==> config.mk <==
export PLATFORM = sky130hd
export DESIGN_NAME = ocm_frame_writer
export DESIGN_NICKNAME = d
export VERILOG_FILES = /design/src/rtl/ocm_frame_writer.sv
export SDC_FILE = /design/constraint.sdc
export NUM_CORES = 1
export LEC_CHECK = 0
export BUFFER_PORTS_ARGS = -buffer_cell sky130_fd_sc_hd__buf_4
export CAP_MARGIN = 20
export CORE_MARGIN = 3
export CORE_UTILIZATION = 54
export CTS_CLUSTER_DIAMETER = 60
export DETAILED_ROUTE_END_ITERATION = 10
export PLACE_DENSITY = 0.87
export SYNTH_ARGS = -nofsm -noshare
export SYNTH_HDL_FRONTEND = slang
export SYNTH_SLANG_ARGS = --single-unit
==> constraint.sdc <==
create_clock -name clk -period 2.2 [get_ports clk]
set_input_delay 0.33 -clock clk [delete_from_list [all_inputs] [get_ports clk]]
set_output_delay 0.33 -clock clk [all_outputs]
set_load 0.03 [all_outputs]
==> src/rtl/ocm_frame_writer.sv <==
// ocm_frame_writer
// ----------------
// Captures one frame of 8-bit pixels from a valid-qualified stream and writes
// them to consecutive OCM0 word addresses through the FPGA-side slave port (s2).
// This is the write-side counterpart of the OCM0 image reader. frame_done is
// meant to drive that reader's start input.
//
// Optional feature: define OCM_FRAME_CHECKSUM_EN to add the 16-bit checksum
// output. It is the modulo-2^16 sum of every accepted pixel in the frame.
//
// Ports
//   clk, reset      system clock; synchronous active-high reset
//   start           single-cycle arm request (honoured only in IDLE)
//   in_data, in_dv  pixel stream; a beat is in_data qualified by in_dv
//   ocm0_*          OCM s2 port: addr, chipselect, clken, write, writedata
//   busy            high while ARMED or WRITE
//   frame_done      one-cycle pulse in the cycle after the last OCM write
//   overrun         sticky: a beat arrived while not armed
//   count           pixels written in the current or last frame (saturating)
//   checksum        (OCM_FRAME_CHECKSUM_EN only) pixel sum of the frame
//   dbg_state       current FSM state, for checkers and debug
//
// Handshake: there is no back-pressure. Every cycle with in_dv=1 in ARMED or
// WRITE is an accepted beat. Its write appears on the OCM port one cycle later.
// Beats in any other state are dropped.
module ocm_frame_writer #(
    parameter int ADDR_WIDTH   = 17,
    parameter int BASE_ADDR    = 0,
    parameter int FRAME_PIXELS = 784
) (
    input  logic                  clk,
    input  logic                  reset,
    input  logic                  start,
    input  logic [7:0]            in_data,
    input  logic                  in_dv,
    output logic [ADDR_WIDTH-1:0] ocm0_addr,
    output logic                  ocm0_chip,
    output logic                  ocm0_clk_enab,
    output logic                  ocm0_write,
    output logic [7:0]            ocm0_writedata,
    output logic                  busy,
    output logic                  frame_done,
    output logic                  overrun,
    output logic [15:0]           count,
`ifdef OCM_FRAME_CHECKSUM_EN
    output logic [15:0]           checksum,
`endif
    output logic [1:0]            dbg_state
);

    typedef enum logic [1:0] {
        S_IDLE  = 2'd0,
        S_ARMED = 2'd1,
        S_WRITE = 2'd2,
        S_DONE  = 2'd3
    } state_t;

    localparam logic [ADDR_WIDTH-1:0] BASE = ADDR_WIDTH'(BASE_ADDR);
    localparam logic [ADDR_WIDTH-1:0] LAST = ADDR_WIDTH'(FRAME_PIXELS - 1);

    state_t                  state_q, state_d;
    logic [ADDR_WIDTH-1:0]   index_q, index_d;
    logic [ADDR_WIDTH-1:0]   addr_q, addr_d;
    logic [7:0]              wdata_q, wdata_d;
    logic                    write_q, write_d;
    logic                    busy_q, busy_d;
    logic                    done_q, done_d;
    logic                    ovr_q, ovr_d;
    logic                    cen_q;
    logic [15:0]             count_q, count_d;
    logic [15:0]             csum_q, csum_d;
    logic                    accept;

    always_comb begin
        state_d = state_q;
        index_d = index_q;
        addr_d  = addr_q;
        wdata_d = wdata_q;
        write_d = 1'b0;
        ovr_d   = ovr_q;
        count_d = count_q;
        csum_d  = csum_q;
        accept  = 1'b0;

        case (state_q)
            S_IDLE: begin
                // A beat that arrives together with start is dropped.
                // It does not count as an overrun.
                if (start) begin
                    state_d = S_ARMED;
                    index_d = '0;
                    count_d = '0;
                    ovr_d   = 1'b0;
                    csum_d  = '0;
                end else if (in_dv) begin
                    ovr_d = 1'b1;
                end
            end
            S_ARMED, S_WRITE: begin
                if (in_dv) begin
                    accept = 1'b1;
                    // With FRAME_PIXELS=1 the first beat from ARMED is
                    // already the last one, so ARMED goes straight to DONE.
                    state_d = (index_q == LAST) ? S_DONE : S_WRITE;
                end
            end
            S_DONE: begin
                state_d = S_IDLE;
                if (in_dv) ovr_d = 1'b1;
            end
            default: state_d = S_IDLE;
        endcase

        if (accept) begin
            write_d = 1'b1;
            addr_d  = BASE + index_q;
            wdata_d = in_data;
            index_d = index_q + 1'b1;
            count_d = (count_q == 16'hFFFF) ? count_q : count_q + 16'd1;
            csum_d  = csum_q + {8'h00, in_data};
        end

        busy_d = (state_d == S_ARMED) || (state_d == S_WRITE);
        // DONE holds the final write, so the pulse lands in the cycle after it.
        done_d = (state_q == S_DONE);
    end

    always_ff @(posedge clk) begin
        if (reset) begin
            state_q <= S_IDLE;
            index_q <= '0;
            addr_q  <= BASE;
            wdata_q <= '0;
            write_q <= 1'b0;
            busy_q  <= 1'b0;
            done_q  <= 1'b0;
            ovr_q   <= 1'b0;
            cen_q   <= 1'b0;
            count_q <= '0;
            csum_q  <= '0;
        end else begin
            state_q <= state_d;
            index_q <= index_d;
            addr_q  <= addr_d;
            wdata_q <= wdata_d;
            write_q <= write_d;
            busy_q  <= busy_d;
            done_q  <= done_d;
            ovr_q   <= ovr_d;
            cen_q   <= 1'b1;
            count_q <= count_d;
            csum_q  <= csum_d;
        end
    end

    assign ocm0_addr      = addr_q;
    assign ocm0_chip      = write_q;
    assign ocm0_write     = write_q;
    assign ocm0_writedata = wdata_q;
    assign ocm0_clk_enab  = cen_q;
    assign busy           = busy_q;
    assign frame_done     = done_q;
    assign overrun        = ovr_q;
    assign count          = count_q;
    assign dbg_state      = state_q;
`ifdef OCM_FRAME_CHECKSUM_EN
    assign checksum       = csum_q;
`else
    // The running sum is only observable when the checksum port exists.
    logic unused_csum;
    assign unused_csum = ^csum_q;
`endif

endmodule

==> run_results.csv, run 1 <==
group,metric,value,unit
run_status,status,"complete, no violations",
setup_path,startpoint,"dbg_state[1]",
worst_hold_path,hold_path.startpoint,"in_data[5]",
synth,yosysWarnings,0,
placement,port_buffers,60,
setup_path,worstPathArrival,2350,ps
pwr,power.leakage,1.44,nW
finish,area.growth.synth_to_final,25.0,%
timing,tightestPinTransition,525,ps
run,cap_violations,0,
clocking,clkLatencyLatePin,340,ps
timing,period_share,0.938,
pwr,peakVddDrop,0.000552,V
setup_path,slowest_stage,"or4_1",
synth,yosys-top-cells-area,"dfxtp_1 (46%), nand2_1 (8.9%), a21oi_1 (6.1%)",
global_routing,antenna_found_initial,0,
synth,async_flop_share,0,
synth,synth-edff-count,0,
setup_path,cp-end-kind,"flip-flop",
clocking,cts_tree,"done",
timing,max_freq,485,MHz
worst_hold_path,hold_class,"in2reg",
synth,syn_inst,343,
pwr,combPwrFrac,0.204,
die,ios,61,
synth,ys_seq_area_frac,0.456,
setup_path,crit_type,"reg2reg",
drt,totalWireLength,6890,um
drt,first_pass_iters,5,
setup_path,required,2490,ps
setup_path,crit_path_cell_trace,"inv_1 -> ha_1 -> nand2_2 -> nor2_4 -> nand4_2 -> or4_1 -> nand2_1",
finish,final_nets,420,
drt,vias_per_cell,5.68,
timing,slew_headroom,0.650,
synth,netlist.top_cell.by_area,"dfxtp_1",
pwr,intPower,0.00187,W
drt,drc,0,
timing,fin_ws,136,ps
drt,drt_iter0_drc,251,
synth,syn_area,2860,sq um
setup_path,r2r-start,"dbg_state[1]",
placement,dp_slack,150,ps
synth,synth-seq-cells,65,
die,rows,25,
synth,synth.most_common_cell,"nand2_1",
clocking,numCtsBuffers,9,
drt,vias,2703,
clocking,cts_resized,0,
global_routing,grt_pass1_wl,11400,um
die,start_util,0.582,
clocking,clock_sinks,65,
pwr,powerDensity,755,nW/um^2
synth,synth_ff_type,"dfxtp_1",
timing,fin_crit,2060,ps
setup_path,critPathLaunchType,"flip-flop",
setup_path,critical_path_buf_inv_count,1,
die,dieArea,6200,sq um
finish,num_antenna_cells,0,
clocking,clock_path_buffers,2,
setup_path,crit_fanout,9,
global_routing,grt_max_degree,34,
clocking,clk_pin_slew_worst_paths,70,ps
synth,synth_cell_types,53,
setup_path,critPathMaxStageDelay,510,ps
die,fp.dieH,78.7,um
setup_path,critical_path.top_delay_family,"simple AND/OR/NAND/NOR gates",
synth,avgSynthCellArea,8.33,sq um
pwr,seqPwrFrac,0.461,
synth,syn-num-nets,359,
global_routing,grt_overflow,0,
synth,synth_commonest_cells,"nand2_1 (68), dfxtp_1 (65), nor2_1 (36), a21oi_1 (35)",
drt,avgRoutedWirePerCell,14.5,um
die,die_x,78.7,um
placement,post-dp-hpwl,4690,um
timing,tns,0,ps
drt,ant_nets,0,
synth,synth_top_cell_area_share,0.456,
finish,drive_above_1_share,0.247,
global_routing,grt_pass1_vias,2455,
pwr,power_switching,0.000824,W
timing,finalMaxSlewViolations,0,
timing,fin_skew,5.94,ps
clocking,h-tree-depth,3,
die,core,4910,sq um
global_routing,grt_usage,0.232,
pwr,clockPowerShare,0.335,
timing,hold_viol_final,0,
pwr,p_sw_frac,0.306,
placement,gp_congestion,0.907,
timing,setup-violations-final,0,
clocking,cts_root_buf,"clkbuf_8",
==> through the flow <==
| step | utilization | total power [W] | instances | hold slack (ps) | instance area (sq um) |
|---|---|---|---|---|---|
| after floorplan | - | 0.00162 | 343 | 452 | 2860 |
| after global placement | 0.687 | 0.00180 | 459 | 442 | 3380 |
| after detailed placement | 0.687 | 0.00181 | 459 | 448 | 3380 |
| after CTS | 0.723 | 0.00271 | 475 | 218 | 3550 |
| after global routing | 0.727 | 0.00282 | 476 | 236 | 3570 |
| final | 0.727 | 0.00269 | 476 | 229 | 3570 |
==> registers in the layout, summed over array words and instances (netlist names) <==
register and flops:
index_q 17, ocm0_addr 17, count 16, ocm0_writedata 8
dbg_state 2, busy 1, frame_done 1, ocm0_chip 1
ocm0_clk_enab 1, overrun 1
==> kinds of logic (layout without fill, tap and decap cells) <==
| kind of cell | Yosys count | after routing | synth area share |
|---|---|---|---|
| AOI/OAI and AO/OA | 73 | 73 | 0.166 |
| xor gates and xnor gates | 11 | 11 | 0.0337 |
| adders and majority gates | 4 | 4 | 0.0175 |
| buffers and inverters | 25 | 91 | 0.0385 |
| DFF | 65 | 65 | 0.456 |
| muxes | 4 | 4 | 0.0166 |
| and+or+nand+nor | 161 | 161 | 0.272 |
==> metal layers <==
metal | global-route usage | up-vias | wire length, um
met3 | 0.0578 | 11 | 481
met5 | 0 | - | 0
met4 | 0.112 | 0 | 141
met2 | 0.368 | 103 | 3260
li1 | - | 1327 | -
met1 | 0.296 | 1262 | 3010
==> cells in the final DEF (no fill, tap or decap), types with 3 or more instances in the layout <==
cell | synthesis | final
xnor2_1 | 11 | 11
dfxtp_1 | 65 | 65
buf_4 | 3 | 67
nand4_1 | 9 | 9
a21oi_1 | 35 | 35
nand3_1 | 9 | 9
a41o_1 | 3 | 3
and3_1 | 5 | 5
nand2_1 | 68 | 68
inv_1 | 6 | 6
a211oi_1 | 3 | 3
o21ai_0 | 7 | 7
clkinv_2 | 0 | 3
ha_1 | 4 | 4
clkbuf_8 | 0 | 11
or4_1 | 4 | 4
a31oi_1 | 9 | 9
nor2_1 | 36 | 36
nor3_1 | 11 | 11
==> worst register-to-register path: cells and delay by family, from the launching register on <==
family / cells / cell delay, ps
flops: 1 / 410
simple gates: 5 / 1130
fa+ha+maj: 1 / 420
buf+inv: 1 / 60
==> layout make-up <==
type / count / area, sq um
flip-flops and latches: 65 / 1300
well taps: 67 / 83.8
clock inverters: 3 / 15.0
repair buffers: 69 / 543
inverters: 6 / 22.5
fillers: 367 / 1340
clock buffers: 13 / 159
multi-input cells: 253 / 1450
==> worst paths after layout <==
check,endpoint,slack [ps],cells after the start
min reg2reg,ocm0_writedata[7],450,2
min,ocm0_writedata[5],230,3
max,index_q[15],140,7
max reg2reg,index_q[15],140,7
==> what timing repair did <==
| action | CTS | global route |
|---|---|---|
| buffers inserted | 0 | 1 |
| hold endpoints to repair | 0 | 0 |
| endpoints found under the setup margin | 0 | 5 |
| hold buffers | 0 | 0 |
==> power by group through the flow <==
stage	Clock [W]	Sequential, W	Combinational, W
floorplan	0	0.00134	0.000288
global placement	0	0.00127	0.000533
detailed placement	0	0.00127	0.000545
CTS	0.000920	0.00124	0.000547
global route	0.000978	0.00125	0.000598
finish	0.000903	0.00124	0.000549
Power figures use the tool's default switching activity.
==> run 2: changes to the inputs <==
MAX_ROUTING_LAYER = met4   (was unset)
==> run_results.csv, run 2 (same netlist as run 1, synthesis figures left out) <==
group,metric,value,unit
run_status,status,"complete, no violations",
timing,hold_viol_final,0,
timing,slew_headroom,0.654,
die,rows,25,
finish,drive_above_1_share,0.251,
die,dieArea,6200,sq um
timing,setup-violations-final,0,
global_routing,grt_pass1_vias,2458,
die,die_x,78.7,um
timing,fin_skew,7.53,ps
die,fp.dieH,78.7,um
setup_path,r2r-start,"dbg_state[1]",
finish,area.growth.synth_to_final,25.1,%
run,cap_violations,0,
finish,num-fill-cells,365,
setup_path,crit_fanout,9,
setup_path,slowest_stage,"or4_1",
timing,tns,0,ps
global_routing,grt_overflow,0,
die,core,4910,sq um
global_routing,antenna_found_initial,0,
clocking,cts_root_buf,"clkbuf_8",
setup_path,crit_type,"reg2reg",
drt,avgRoutedWirePerCell,14.2,um
finish,mostFrequentLayoutCell,"buf_4",
placement,port_buffers,60,
drt,drt_iter0_drc,253,
drt,totalWireLength,6790,um
setup_path,worstPathArrival,2340,ps
drt,ant_nets,0,
timing,tightestPinTransition,519,ps
setup_path,reg2regPathDepth,7,
drt,first_pass_iters,4,
clocking,h-tree-depth,3,
setup_path,regToRegEndpoint,"index_q[15]",
timing,fin_ws,146,ps
pwr,powerDensity,754,nW/um^2
pwr,power.leakage,1.44,nW
setup_path,critPathMaxStageDelay,510,ps
timing,grt_setup_unrepaired,"false",
finish,final_cell_mix,"buf_4 (70), nand2_1 (68), dfxtp_1 (65), nor2_1 (36), a21oi_1 (35)",
setup_path,critPathLaunchType,"flip-flop",
die,ios,61,
timing,finalMaxSlewViolations,0,
finish,num_antenna_cells,0,
setup_path,required,2490,ps
pwr,intPower,0.00187,W
worst_hold_path,worstHoldPathCells,3,
pwr,p_sw_frac,0.306,
pwr,seqPwrFrac,0.461,
placement,post-dp-hpwl,4690,um
timing,fin_crit,2050,ps
clocking,numCtsBuffers,9,
global_routing,grt_pass1_wl,11300,um
placement,dp_slack,150,ps
worst_hold_path,hold_class,"in2reg",
clocking,cts.hold.buffers_added,0,
die,start_util,0.582,
global_routing,grt_usage,0.238,
finish,final_nets,422,
clocking,cts_tree,"done",
pwr,peakVddDrop,0.000554,V
pwr,power_switching,0.000824,W
clocking,clk_pin_slew_worst_paths,70,ps
placement,gp_congestion,0.923,
pwr,clockPowerShare,0.335,
clocking,clock_sinks,65,
timing,max_freq,487,MHz
setup_path,cp-end-kind,"flip-flop",
worst_hold_path,hold_end,"ocm0_writedata[5]",
setup_path,r2r_setup_slack,150,ps
timing,period_share,0.934,
pwr,combPwrFrac,0.203,
finish,final_util,0.727,
clocking,clock_path_buffers,2,
global_routing,grt_max_degree,34,
drt,vias,2711,
setup_path,crit_path_cell_trace,"inv_1 -> ha_1 -> nand2_2 -> nor2_4 -> nand4_2 -> or4_1 -> nand2_1",
drt,vias_per_cell,5.67,
drt,drc,0,
worst_hold_path,hold_path.startpoint,"in_data[5]",
clocking,clkLatencyLatePin,350,ps
==> run 2: per-stage QoR <==
| stage | area [sq um] | instances | hold slack, ps | total power, W |
|---|---|---|---|---|
| floorplan | 2860 | 343 | 452 | 0.00162 |
| global placement | 3380 | 459 | 442 | 0.00180 |
| detailed placement | 3380 | 459 | 448 | 0.00181 |
| CTS | 3550 | 475 | 218 | 0.00271 |
| global route | 3570 | 478 | 236 | 0.00282 |
| finish | 3570 | 478 | 227 | 0.00269 |
==> run 2: routing by layer <==
metal  wire [um]  track usage  part of all wire
met4         122        0.112             0.018
met1        2910        0.294              0.43
met3         540       0.0578             0.080
met2        3210        0.368              0.47
met5           0            -                 0
==> run 2: worst max-delay path: cells and delay by family, from the launching register on <==
family | cells | cell delay, ps
fa+ha+maj | 1 | 420
buf+inv | 1 | 60
flops | 1 | 400
simple gates | 5 | 1120
==> run 2: area by class of cell <==
cell class	count	area [sq um]	share of cell area
Clock buffer	13	159	0.0445
Clock inverter	3	15.0	0.00420
Inverter	6	22.5	0.00630
Multi-Input combinational cell	253	1450	0.405
Sequential cell	65	1300	0.364
Tap cell	67	83.8	0.0235
Timing Repair Buffer	71	546	0.153
==> run 2: worst max path at each step <==
stage | from | to | slack, ps | cells after the start
CTS | dbg_state[1] | count[7] | 130 | 6
global route | dbg_state[1] | index_q[15] | 30 | 7
floorplan | dbg_state[1] | count[7] | 170 | 6
global placement | dbg_state[1] | count[9] | 260 | 6
finish | dbg_state[1] | index_q[15] | 150 | 7
detailed placement | dbg_state[1] | count[7] | 150 | 6
==> run 2: timing repair <==
item | CTS | global route
setup endpoints to repair | 0 | 5
gates resized for setup | 0 | 0
buffers inserted | 0 | 3
==> run 2: power groups by stage <==
stage               Combinational [W]  Sequential [W]  Clock (W)
floorplan                    0.000288         0.00134          0
global placement             0.000533         0.00127          0
detailed placement           0.000545         0.00127          0
CTS                          0.000547         0.00124   0.000920
global route                 0.000597         0.00125   0.000976
finish                       0.000548         0.00124   0.000904
==> run 3: changes to the inputs <==
CORE_ASPECT_RATIO = 1.75   (was unset)
==> run_results.csv, run 3 (same netlist as run 1, synthesis figures left out) <==
group,metric,value,unit
global_routing,grt_usage,0.249,
finish,final_cell_mix,"nand2_1 (68), buf_4 (68), dfxtp_1 (65), nor2_1 (36), a21oi_1 (35)",
timing,period_share,0.923,
finish,final_nets,420,
timing,hold_viol_final,0,
pwr,power.leakage,1.44,nW
setup_path,cp-end-kind,"flip-flop",
drt,drt_iter0_drc,87,
pwr,peakVddDrop,0.000507,V
setup_path,crit_type,"reg2reg",
clocking,numCtsBuffers,9,
setup_path,crit_fanout,7,
setup_path,worstPathArrival,2270,ps
drt,vias,2700,
finish,final_util,0.704,
die,fp.dieH,102,um
finish,num_antenna_cells,0,
timing,slew_headroom,0.649,
setup_path,r2r_setup_slack,170,ps
timing,tightestPinTransition,527,ps
setup_path,required,2440,ps
pwr,powerDensity,781,nW/um^2
clocking,clk_pin_slew_worst_paths,70,ps
clocking,clock_path_buffers,2,
die,start_util,0.564,
setup_path,crit_path_cell_trace,"inv_1 -> ha_1 -> nand3_1 -> nor3_4 -> buf_4 -> a2111oi_2 -> xnor2_1 -> nor2_1",
die,ios,61,
clocking,cts_root_buf,"clkbuf_8",
worst_hold_path,hold_class,"in2reg",
global_routing,antenna_found_initial,0,
die,core,5060,sq um
clocking,cts_tree,"done",
pwr,finalPower,0.00278,W
timing,grt_setup_unrepaired,"false",
timing,finalMaxSlewViolations,0,
global_routing,grt_pass1_wl,11300,um
drt,totalWireLength,6960,um
timing,max_freq,493,MHz
clocking,cts.hold.buffers_added,0,
timing,tns,0,ps
finish,area.growth.synth_to_final,24.7,%
drt,avgRoutedWirePerCell,15.0,um
die,dieArea,6230,sq um
global_routing,grt_pass1_vias,2543,
finish,postLayoutCellArea,3560,sq um
placement,gp_congestion,0.847,
clocking,clock_sinks,65,
clocking,clkLatencyLatePin,340,ps
setup_path,critPathMaxStageDelay,420,ps
setup_path,critical_path.top_delay_family,"compound AO/OA/AOI/OAI gates",
finish,drive_above_1_share,0.249,
setup_path,slowest_stage,"a2111oi_2",
clocking,h-tree-depth,3,
run,cap_violations,0,
drt,drc,0,
run_status,status,"complete, no violations",
drt,first_pass_iters,4,
placement,post-dp-hpwl,4960,um
global_routing,grt_overflow,0,
drt,ant_nets,0,
setup_path,critPathLaunchType,"flip-flop",
timing,setup-violations-final,0,
die,die_x,61.0,um
placement,place_area,3350,sq um
setup_path,critical_path_buf_inv_count,2,
timing,fin_crit,2030,ps
die,rows,34,
drt,vias_per_cell,5.83,
timing,fin_skew,4.40,ps
global_routing,grt_max_degree,34,
placement,port_buffers,60,
==> run 3: cell types whose count changed in the layout (fill, tap and decap cells not counted) <==
cell,change
bufinv_16,+1
clkbuf_1,-1
buf_4,-2
clkinv_2,-1
clkinvlp_4,+2
clkbuf_8,-1
==> run 3: tightest hold or removal path, cell delays in order <==
cell	delay [ps]
buf_4	110
nand2_1	40
a21oi_1	50
==> run 3: worst paths after layout <==
path | from | end | cells after the start
setup reg to reg | dbg_state[1] | count[13] | 8
hold / removal | in_data[5] | ocm0_writedata[5] | 3
setup / recovery | dbg_state[1] | count[13] | 8
hold reg to reg | ocm0_addr[3] | ocm0_addr[3] | 2
==> run 3: what timing repair did <==
item / 4_1_cts / 5_1_grt
buffers inserted: 0 / 2
endpoints found under the setup margin: 0 / 3
gates resized for setup: 0 / 0
==> run 3: metal layers <==
layer  up-vias  track usage  wire, um
li1       1332            -         -
met1      1262        0.259      2580
met2        82        0.407      3830
met3        24       0.0569       318
met4         0        0.160       233
met5         -            -         0
==> run 3: cell type report <==
type / count / area, sq um
fill: 402 / 1500
clock buffer: 11 / 141
inverter: 6 / 22.5
clock inverter: 5 / 55.1
timing repair buffer: 69 / 531
sequential: 65 / 1300
multi-input combinational: 253 / 1450
tap: 54 / 67.6
==> run 3: where the power goes <==
| part | internal [W] | switching (W) | total, W |
|---|---|---|---|
| Sequential | 0.00122 | 0.0000254 | 0.00124 |
| Combinational | 0.000182 | 0.000358 | 0.000540 |
| Clock | 0.000550 | 0.000452 | 0.00100 |
| Total | 0.00195 | 0.000836 | 0.00278 |
==> run 3: metrics by stage <==
stage,cells,hold WS (ps),setup slack [ps]
6_report,463,231,170
5_1_grt,463,226,29.8
4_1_cts,461,220,127
3_5_place_dp,445,448,177
3_3_place_gp,445,442,257
2_1_floorplan,343,452,170
